$ cat src/rtl/score_bcd_to_bin.sv
// Iterative BCD-to-binary score converter: one decimal digit per clock,
// most significant first, with a start/busy/done handshake and an invalid-digit error path.
module score_bcd_to_bin #(
   parameter int NUM_DIGITS = 5,
   parameter int WIDTH      = 17
) (
   input  logic                    clk,
   input  logic                    rst_n,
   input  logic                    start,
   input  logic [4*NUM_DIGITS-1:0] digits,
   output logic                    busy,
   output logic                    done,
   output logic [WIDTH-1:0]        score,
   output logic                    err
);

   localparam int DW = 4*NUM_DIGITS;
   localparam int CW = $clog2(NUM_DIGITS+1);

   typedef enum logic [1:0] {IDLE, CONV, FAIL} state_t;

   state_t            state, state_nxt;
   logic [DW-1:0]     sreg;
   logic [WIDTH-1:0]  acc, acc_nxt;
   logic [CW-1:0]     cnt;
   logic [WIDTH+3:0]  acc_ext, acc_mul;
   logic [NUM_DIGITS-1:0] dig_bad;
   logic              last;

   // A nibble is out of BCD range when it is 1010..1111.
   for (genvar i = 0; i < NUM_DIGITS; i++) begin : g_chk
      assign dig_bad[i] = digits[4*i+3] & (digits[4*i+2] | digits[4*i+1]);
   end

   assign acc_ext = {4'b0000, acc};
   assign acc_mul = (acc_ext << 3) + (acc_ext << 1) + {{WIDTH{1'b0}}, sreg[DW-1 -: 4]};
   assign acc_nxt = acc_mul[WIDTH-1:0];
   assign last    = (cnt == CW'(1));

   always_ff @(posedge clk or negedge rst_n) begin
      if (!rst_n) state <= IDLE;
      else        state <= state_nxt;
   end

   always_comb begin
      state_nxt = state;
      case (state)
         IDLE:    if (start) state_nxt = (|dig_bad) ? FAIL : CONV;
         CONV:    if (last)  state_nxt = IDLE;
         FAIL:    state_nxt = IDLE;
         default: state_nxt = IDLE;
      endcase
   end

   always_ff @(posedge clk or negedge rst_n) begin
      if (!rst_n) begin
         busy  <= 1'b0;
         done  <= 1'b0;
         score <= '0;
         err   <= 1'b0;
         acc   <= '0;
         sreg  <= '0;
         cnt   <= '0;
      end else begin
         busy <= (state_nxt != IDLE);
         done <= 1'b0;
         case (state)
            IDLE: if (start) begin
               sreg <= digits;
               acc  <= '0;
               cnt  <= CW'(NUM_DIGITS);
            end
            CONV: begin
               acc  <= acc_nxt;
               sreg <= {sreg[DW-5:0], 4'b0000};
               cnt  <= cnt - CW'(1);
               // Final digit: publish the accumulator result on the same edge.
               if (last) begin
                  score <= acc_nxt;
                  err   <= 1'b0;
                  done  <= 1'b1;
               end
            end
            FAIL: begin
               score <= '0;
               err   <= 1'b1;
               done  <= 1'b1;
            end
            default: ;
         endcase
      end
   end

endmodule

$ cat config.mk
export PLATFORM = sky130hd
export DESIGN_NAME = score_bcd_to_bin
export DESIGN_NICKNAME = d
export VERILOG_FILES = /design/src/rtl/score_bcd_to_bin.sv
export SDC_FILE = /design/constraint.sdc
export NUM_CORES = 1
export LEC_CHECK = 0
export BUFFER_PORTS_ARGS = -buffer_cell sky130_fd_sc_hd__buf_2
export CORE_ASPECT_RATIO = 0.9
export CORE_UTILIZATION = 40
export CTS_CLUSTER_DIAMETER = 150
export DETAILED_ROUTE_END_ITERATION = 8
export PLACE_DENSITY = 0.55
export SETUP_SLACK_MARGIN = 0.4
export SLEW_MARGIN = 20
export SYNTH_ARGS = -nofsm -noshare
export SYNTH_HDL_FRONTEND = slang
export SYNTH_SLANG_ARGS = --single-unit
$ cat constraint.sdc
create_clock -name clk -period 7.7 [get_ports clk]
set_input_delay 1.155 -clock clk [delete_from_list [all_inputs] [get_ports clk]]
set_output_delay 1.155 -clock clk [all_outputs]
set_load 0.01 [all_outputs]
* Word-level counts from Yosys, hierarchy flattened
Cells that the tools add are included.
** Cells by class
- Add/sub/neg operators :: 3
- Equality and inequality tests :: 5
- Multiplexer cells :: 16
- Bitwise operators :: 10
- Reductions and logical operators :: 7
** Operator list (count)
- $pmux 20 s2 :: 1
- $pmux 17 s2 :: 1
- $pmux 16 s2 :: 1
- $mux 20 :: 1
- $add 17x17->17 :: 1
- $add 17x4->17 :: 1
- $mux 17 :: 1
- $mux 16 :: 1
- $mux 2 :: 3
- $pmux 3 s2 :: 1
- $reduce_bool 2->1 :: 3
- $and 1x1->1 :: 5
- $or 1x1->1 :: 5
- $reduce_or 5->1 :: 1
- $ne 2x2->1 const B :: 2
- $pmux 1 s2 :: 2
- $pmux 2 s2 :: 1
- $reduce_and 2->1 :: 2
- $eq 3x1->1 const B :: 1
- $mux 3 :: 1
- $sub 3x1->3 const B :: 1
- $eq 2x1->1 const B :: 1
- $eq 2x2->1 const B :: 1
- $logic_not 2->1 :: 1
- $mux 1 :: 2
** Storage, ports and cells
- Bits in registers :: 61
- Output and inout bits :: 20
- Logic and storage cells :: 49

* Logic depth before layout (Yosys ltp)
- Word-level depth :: 7
- Depth in mapped cells :: 10
- Depth with buffers taken out :: 10

* Least setup slack after synthesis
No wires, ideal clock.
- Path kind :: reg-to-reg
- From :: register acc[0]
- To :: register score[16]
- Arrival time :: 2302 ps
- Data required time :: 7579 ps
- Path slack :: 5277 ps
- Cell stages (with the launch flop) :: 10
- Path buffers :: 0
- Period minus slack after synthesis :: 2423 ps
- Cell sequence :: dfrtp_1 inv_1 fa_1 fa_1 nor2b_4 o2111a_1 nor4_2 o31ai_2 xnor2_1 a22o_1
** On the way
- Cells in the longest elaborated chain, start to end :: 4
** RTL lines
- start, declared :: RTL line 24 : logic [WIDTH-1:0] acc, acc_nxt;
- start signal, assigned :: RTL line 74 : acc <= acc_nxt;
- $add 17x17->17 :: RTL line 36 : assign acc_mul = (acc_ext << 3) + (acc_ext << 1) + {{WIDTH{1'b0}}, sreg[DW-1 -: 4]};
- $add 17x4->17 :: RTL line 36
- $mux 17 :: RTL line 78 : if (last) begin
- $pmux 17 s2 :: RTL line 67 : case (state)
- end signal, assigned :: RTL line 79 : score <= acc_nxt;
- end, declared :: RTL line 13 : output logic [WIDTH-1:0] score,
No other way between the ends. The select of a mux whose other input is x is not followed.
A chain may end at the register's enable or synchronous reset.

* Worst setup path in the final report
- From :: register sreg[19]
- To :: register score[13]
** On the way
- Cells in the longest elaborated chain, start to end :: 3
** RTL lines
- start, declared :: RTL line 23 : logic [DW-1:0] sreg;
- start signal, assigned :: RTL line 69 : sreg <= digits;
- start signal, assigned :: RTL line 75 : sreg <= {sreg[DW-5:0], 4'b0000};
- $add 17x4->17 :: RTL line 36
- $mux 17 :: RTL line 78
- $pmux 17 s2 :: RTL line 67
No other way between the ends. The select of a mux whose other input is x is not followed.

==> flow_summary.json <==
{
  "status": "completed",
  "die_area_um2": 9140,
  "antenna_cells": 0,
  "grt_max_degree": 62,
  "clk_latency_ns": 0.34,
  "setup_viol": 0,
  "post_cts_buffers": 0,
  "grt_pass1_vias": 2546,
  "wl_per_cell_um": 15.7,
  "final_common_cell": "dfrtp_1",
  "tightest_slew_ns": 1.05,
  "hold_viol_final": 0,
  "seq_area_frac_synth_pct": 43.5,
  "cp_top_family": "adder cells",
  "crit_path_end_kind": "register",
  "cts_sinks": 61,
  "drt-total-wl_mm": 8.01,
  "synth-edff-count": 0,
  "finalCritPeriodShare_pct": 34.0,
  "antenna_found_initial": 0,
  "cts_hold_buffers": 0,
  "max_stage_delay_ns": 0.59,
  "synthToLayoutAreaGrowth_pct": 15.4,
  "gp_congestion": 0.802,
  "cts.path.max_buffers": 2,
  "grt_pass1_wl_mm": 13.1,
  "routed_via_density": 5.27,
  "async_reset_ff_share_pct": 100,
  "critPathLaunchType": "register",
  "critPathMaxFanout": 5,
  "cp.arrival_ns": 2.83,
  "vias": 2693,
  "numCtsBuffers": 9,
  "finalClockSkew_ns": 0.00848,
  "io_pins": 43,
  "setup_tns_ns": 0,
  "h-tree-depth": 3,
  "gr-usage-all-layers_pct": 18.7,
  "netlist_instances": 345,
  "ant_nets": 0,
  "power_leakage_nw": 1.98,
  "p_per_area_nw_per_um2": 238,
  "syn_area_um2": 3510,
  "die_y_um": 90.8,
  "drt_iter0_drc": 151,
  "coreArea_um2": 8530,
  "path_class": "reg -> reg",
  "critPathMostFrequentCell": "inv_1",
  "slew_headroom_pct": 29.9,
  "portBuffers": 42,
  "ys_ff_latch": 61,
  "cts_resized": 0,
  "max-cap-violations": 0,
  "clkTransAtPathRegs_ns": 0.07,
  "crit_chain": "inv_1, fa_1, inv_1, ha_1, a21oi_1, nor2b_1, a31oi_2, o211ai_1, mux2i_1, o21ai_0",
  "synth.distinct_cells": 42,
  "period_needed_ns": 2.62,
  "grt_overflow": 0,
  "drcViolationCount": 0,
  "start_util_pct": 41.1,
  "dp_hpwl_mm": 5.76,
  "cp.required_ns": 7.92,
  "syn_avg_cell_area_um2": 10.2,
  "synth_top_cell_area_share_pct": 43.5,
  "cts_tree": "yes",
  "final_cell_mix": "dfrtp_1, buf_2, o21ai_0",
  "drt-pass1-iter-count": 4,
  "synth_fp_nets": 403,
  "rsz0062_at_grt": "no",
  "path_buf_inv": 2,
  "cts-root-buf": "clkbuf_8",
  "synth_warnings": 0,
  "synth.area.top_cells": "dfrtp_1, ha_1, a22o_1, o21ai_0, mux2i_1",
  "timing.fmax_ghz": 0.382,
  "final_max_slew_viol_count": 0,
  "die_w_um": 101,
  "ir_worst_vdd_mv": 0.129,
  "rows": 32,
  "yosysTopAreaCell": "dfrtp_1",
  "finalNetCount": 445,
  "synth_flop_cell": "dfrtp_1",
  "r2r_slack_ns": 5.08,
  "hold_class": "reg -> reg",
  "dpl_cell_area_um2": 3830,
  "layout-drive-gt1-share_pct": 17.6,
  "final_area_um2": 4050,
  "worst_path_max_delay_cell": "fa_1"
}
-- registers in the layout, summed over array words and instances (netlist names) --
register / count
sreg: 20
score: 17
acc: 16
cnt: 3
state: 2
busy: 1
done: 1
err: 1
-- worst paths after layout --
path	cells past startpoint	endpoint	startpoint
worst max-delay path	10	score[13]	sreg[19]
worst min-delay path	2	cnt[1]	cnt[1]
worst max register to register	10	score[13]	sreg[19]
worst min register to register	2	cnt[1]	cnt[1]
max in group asynchronous	2	score[0]	rst_n
min in group asynchronous	2	score[10]	rst_n
-- Yosys cell counts, drive strengths merged, types with 3 or more instances --
| cell | number |
|---|---|
| mux2i | 18 |
| a21o | 5 |
| xor2 | 3 |
| a22o | 24 |
| nor2 | 13 |
| ha | 33 |
| xnor2 | 9 |
| clkbuf | 5 |
| nand3 | 6 |
| a21oi | 15 |
| a22oi | 4 |
| a31oi | 7 |
| nand2 | 35 |
| buf | 9 |
| dfrtp | 61 |
| inv | 15 |
| o21ai | 43 |
| nor2b | 13 |
-- power by group --
group,total (mW),leakage [nW],internal [mW],switching [mW]
clock,0.299,0.106,0.176,0.124
sequential,0.421,0.799,0.383,0.0378
combinational,0.242,1.07,0.0838,0.158
total,0.963,1.98,0.643,0.320
-- stage by stage --
stage	util (%)	total power, mW	hold slack, ns	std cells	setup slack [ns]
final	47.4	0.963	0.480	511	5.08
after global routing	47.4	1.03	0.506	511	4.90
after CTS	47.4	0.972	0.486	511	5.07
after detailed placement	45.0	0.669	0.472	495	5.07
after global placement	44.9	0.662	0.464	495	5.08
after floorplan	-	0.596	0.450	345	5.28
-- layer usage --
layer	share of wire, %	vias to the layer above	routed length, µm	GRT usage (%)
li1	-	1333	-	-
met1	52	1290	4140	27.8
met2	43	59	3450	26.7
met3	3.8	11	307	4.95
met4	1.3	0	104	4.47
met5	0	-	0	0
-- final cells by class --
cell class | instances | area [µm²]
Sequential cell | 61 | 1530
Clock inverter | 3 | 42.5
Inverter | 15 | 56.3
Multi-Input combinational cell | 255 | 1870
Tap cell | 119 | 149
Clock buffer | 13 | 169
Timing Repair Buffer | 45 | 233
Fill cell | 815 | 4480
-- worst reg2reg max path, cell delays in order (launching register included) --
cell	delay, ns
dfrtp_1	0.35
inv_1	0.06
fa_1	0.59
inv_1	0.06
ha_1	0.28
a21oi_1	0.14
nor2b_1	0.09
a31oi_2	0.35
o211ai_1	0.19
mux2i_1	0.28
o21ai_0	0.11
-- cell families (layout without fill, tap and decap cells) --
| logic type | after synthesis | after routing | synth area share, % |
|---|---|---|---|
| AO/OA/AOI/OAI | 111 | 111 | 21.0 |
| AND/OR/NAND/NOR | 79 | 79 | 11.0 |
| flip-flops | 61 | 61 | 43.5 |
| adder cells (fa/ha/maj) | 35 | 35 | 12.9 |
| buffers and inverters | 29 | 76 | 3.39 |
| multiplexers | 18 | 18 | 5.14 |
| XOR/XNOR | 12 | 12 | 3.00 |
Power figures use the tool's default switching activity.
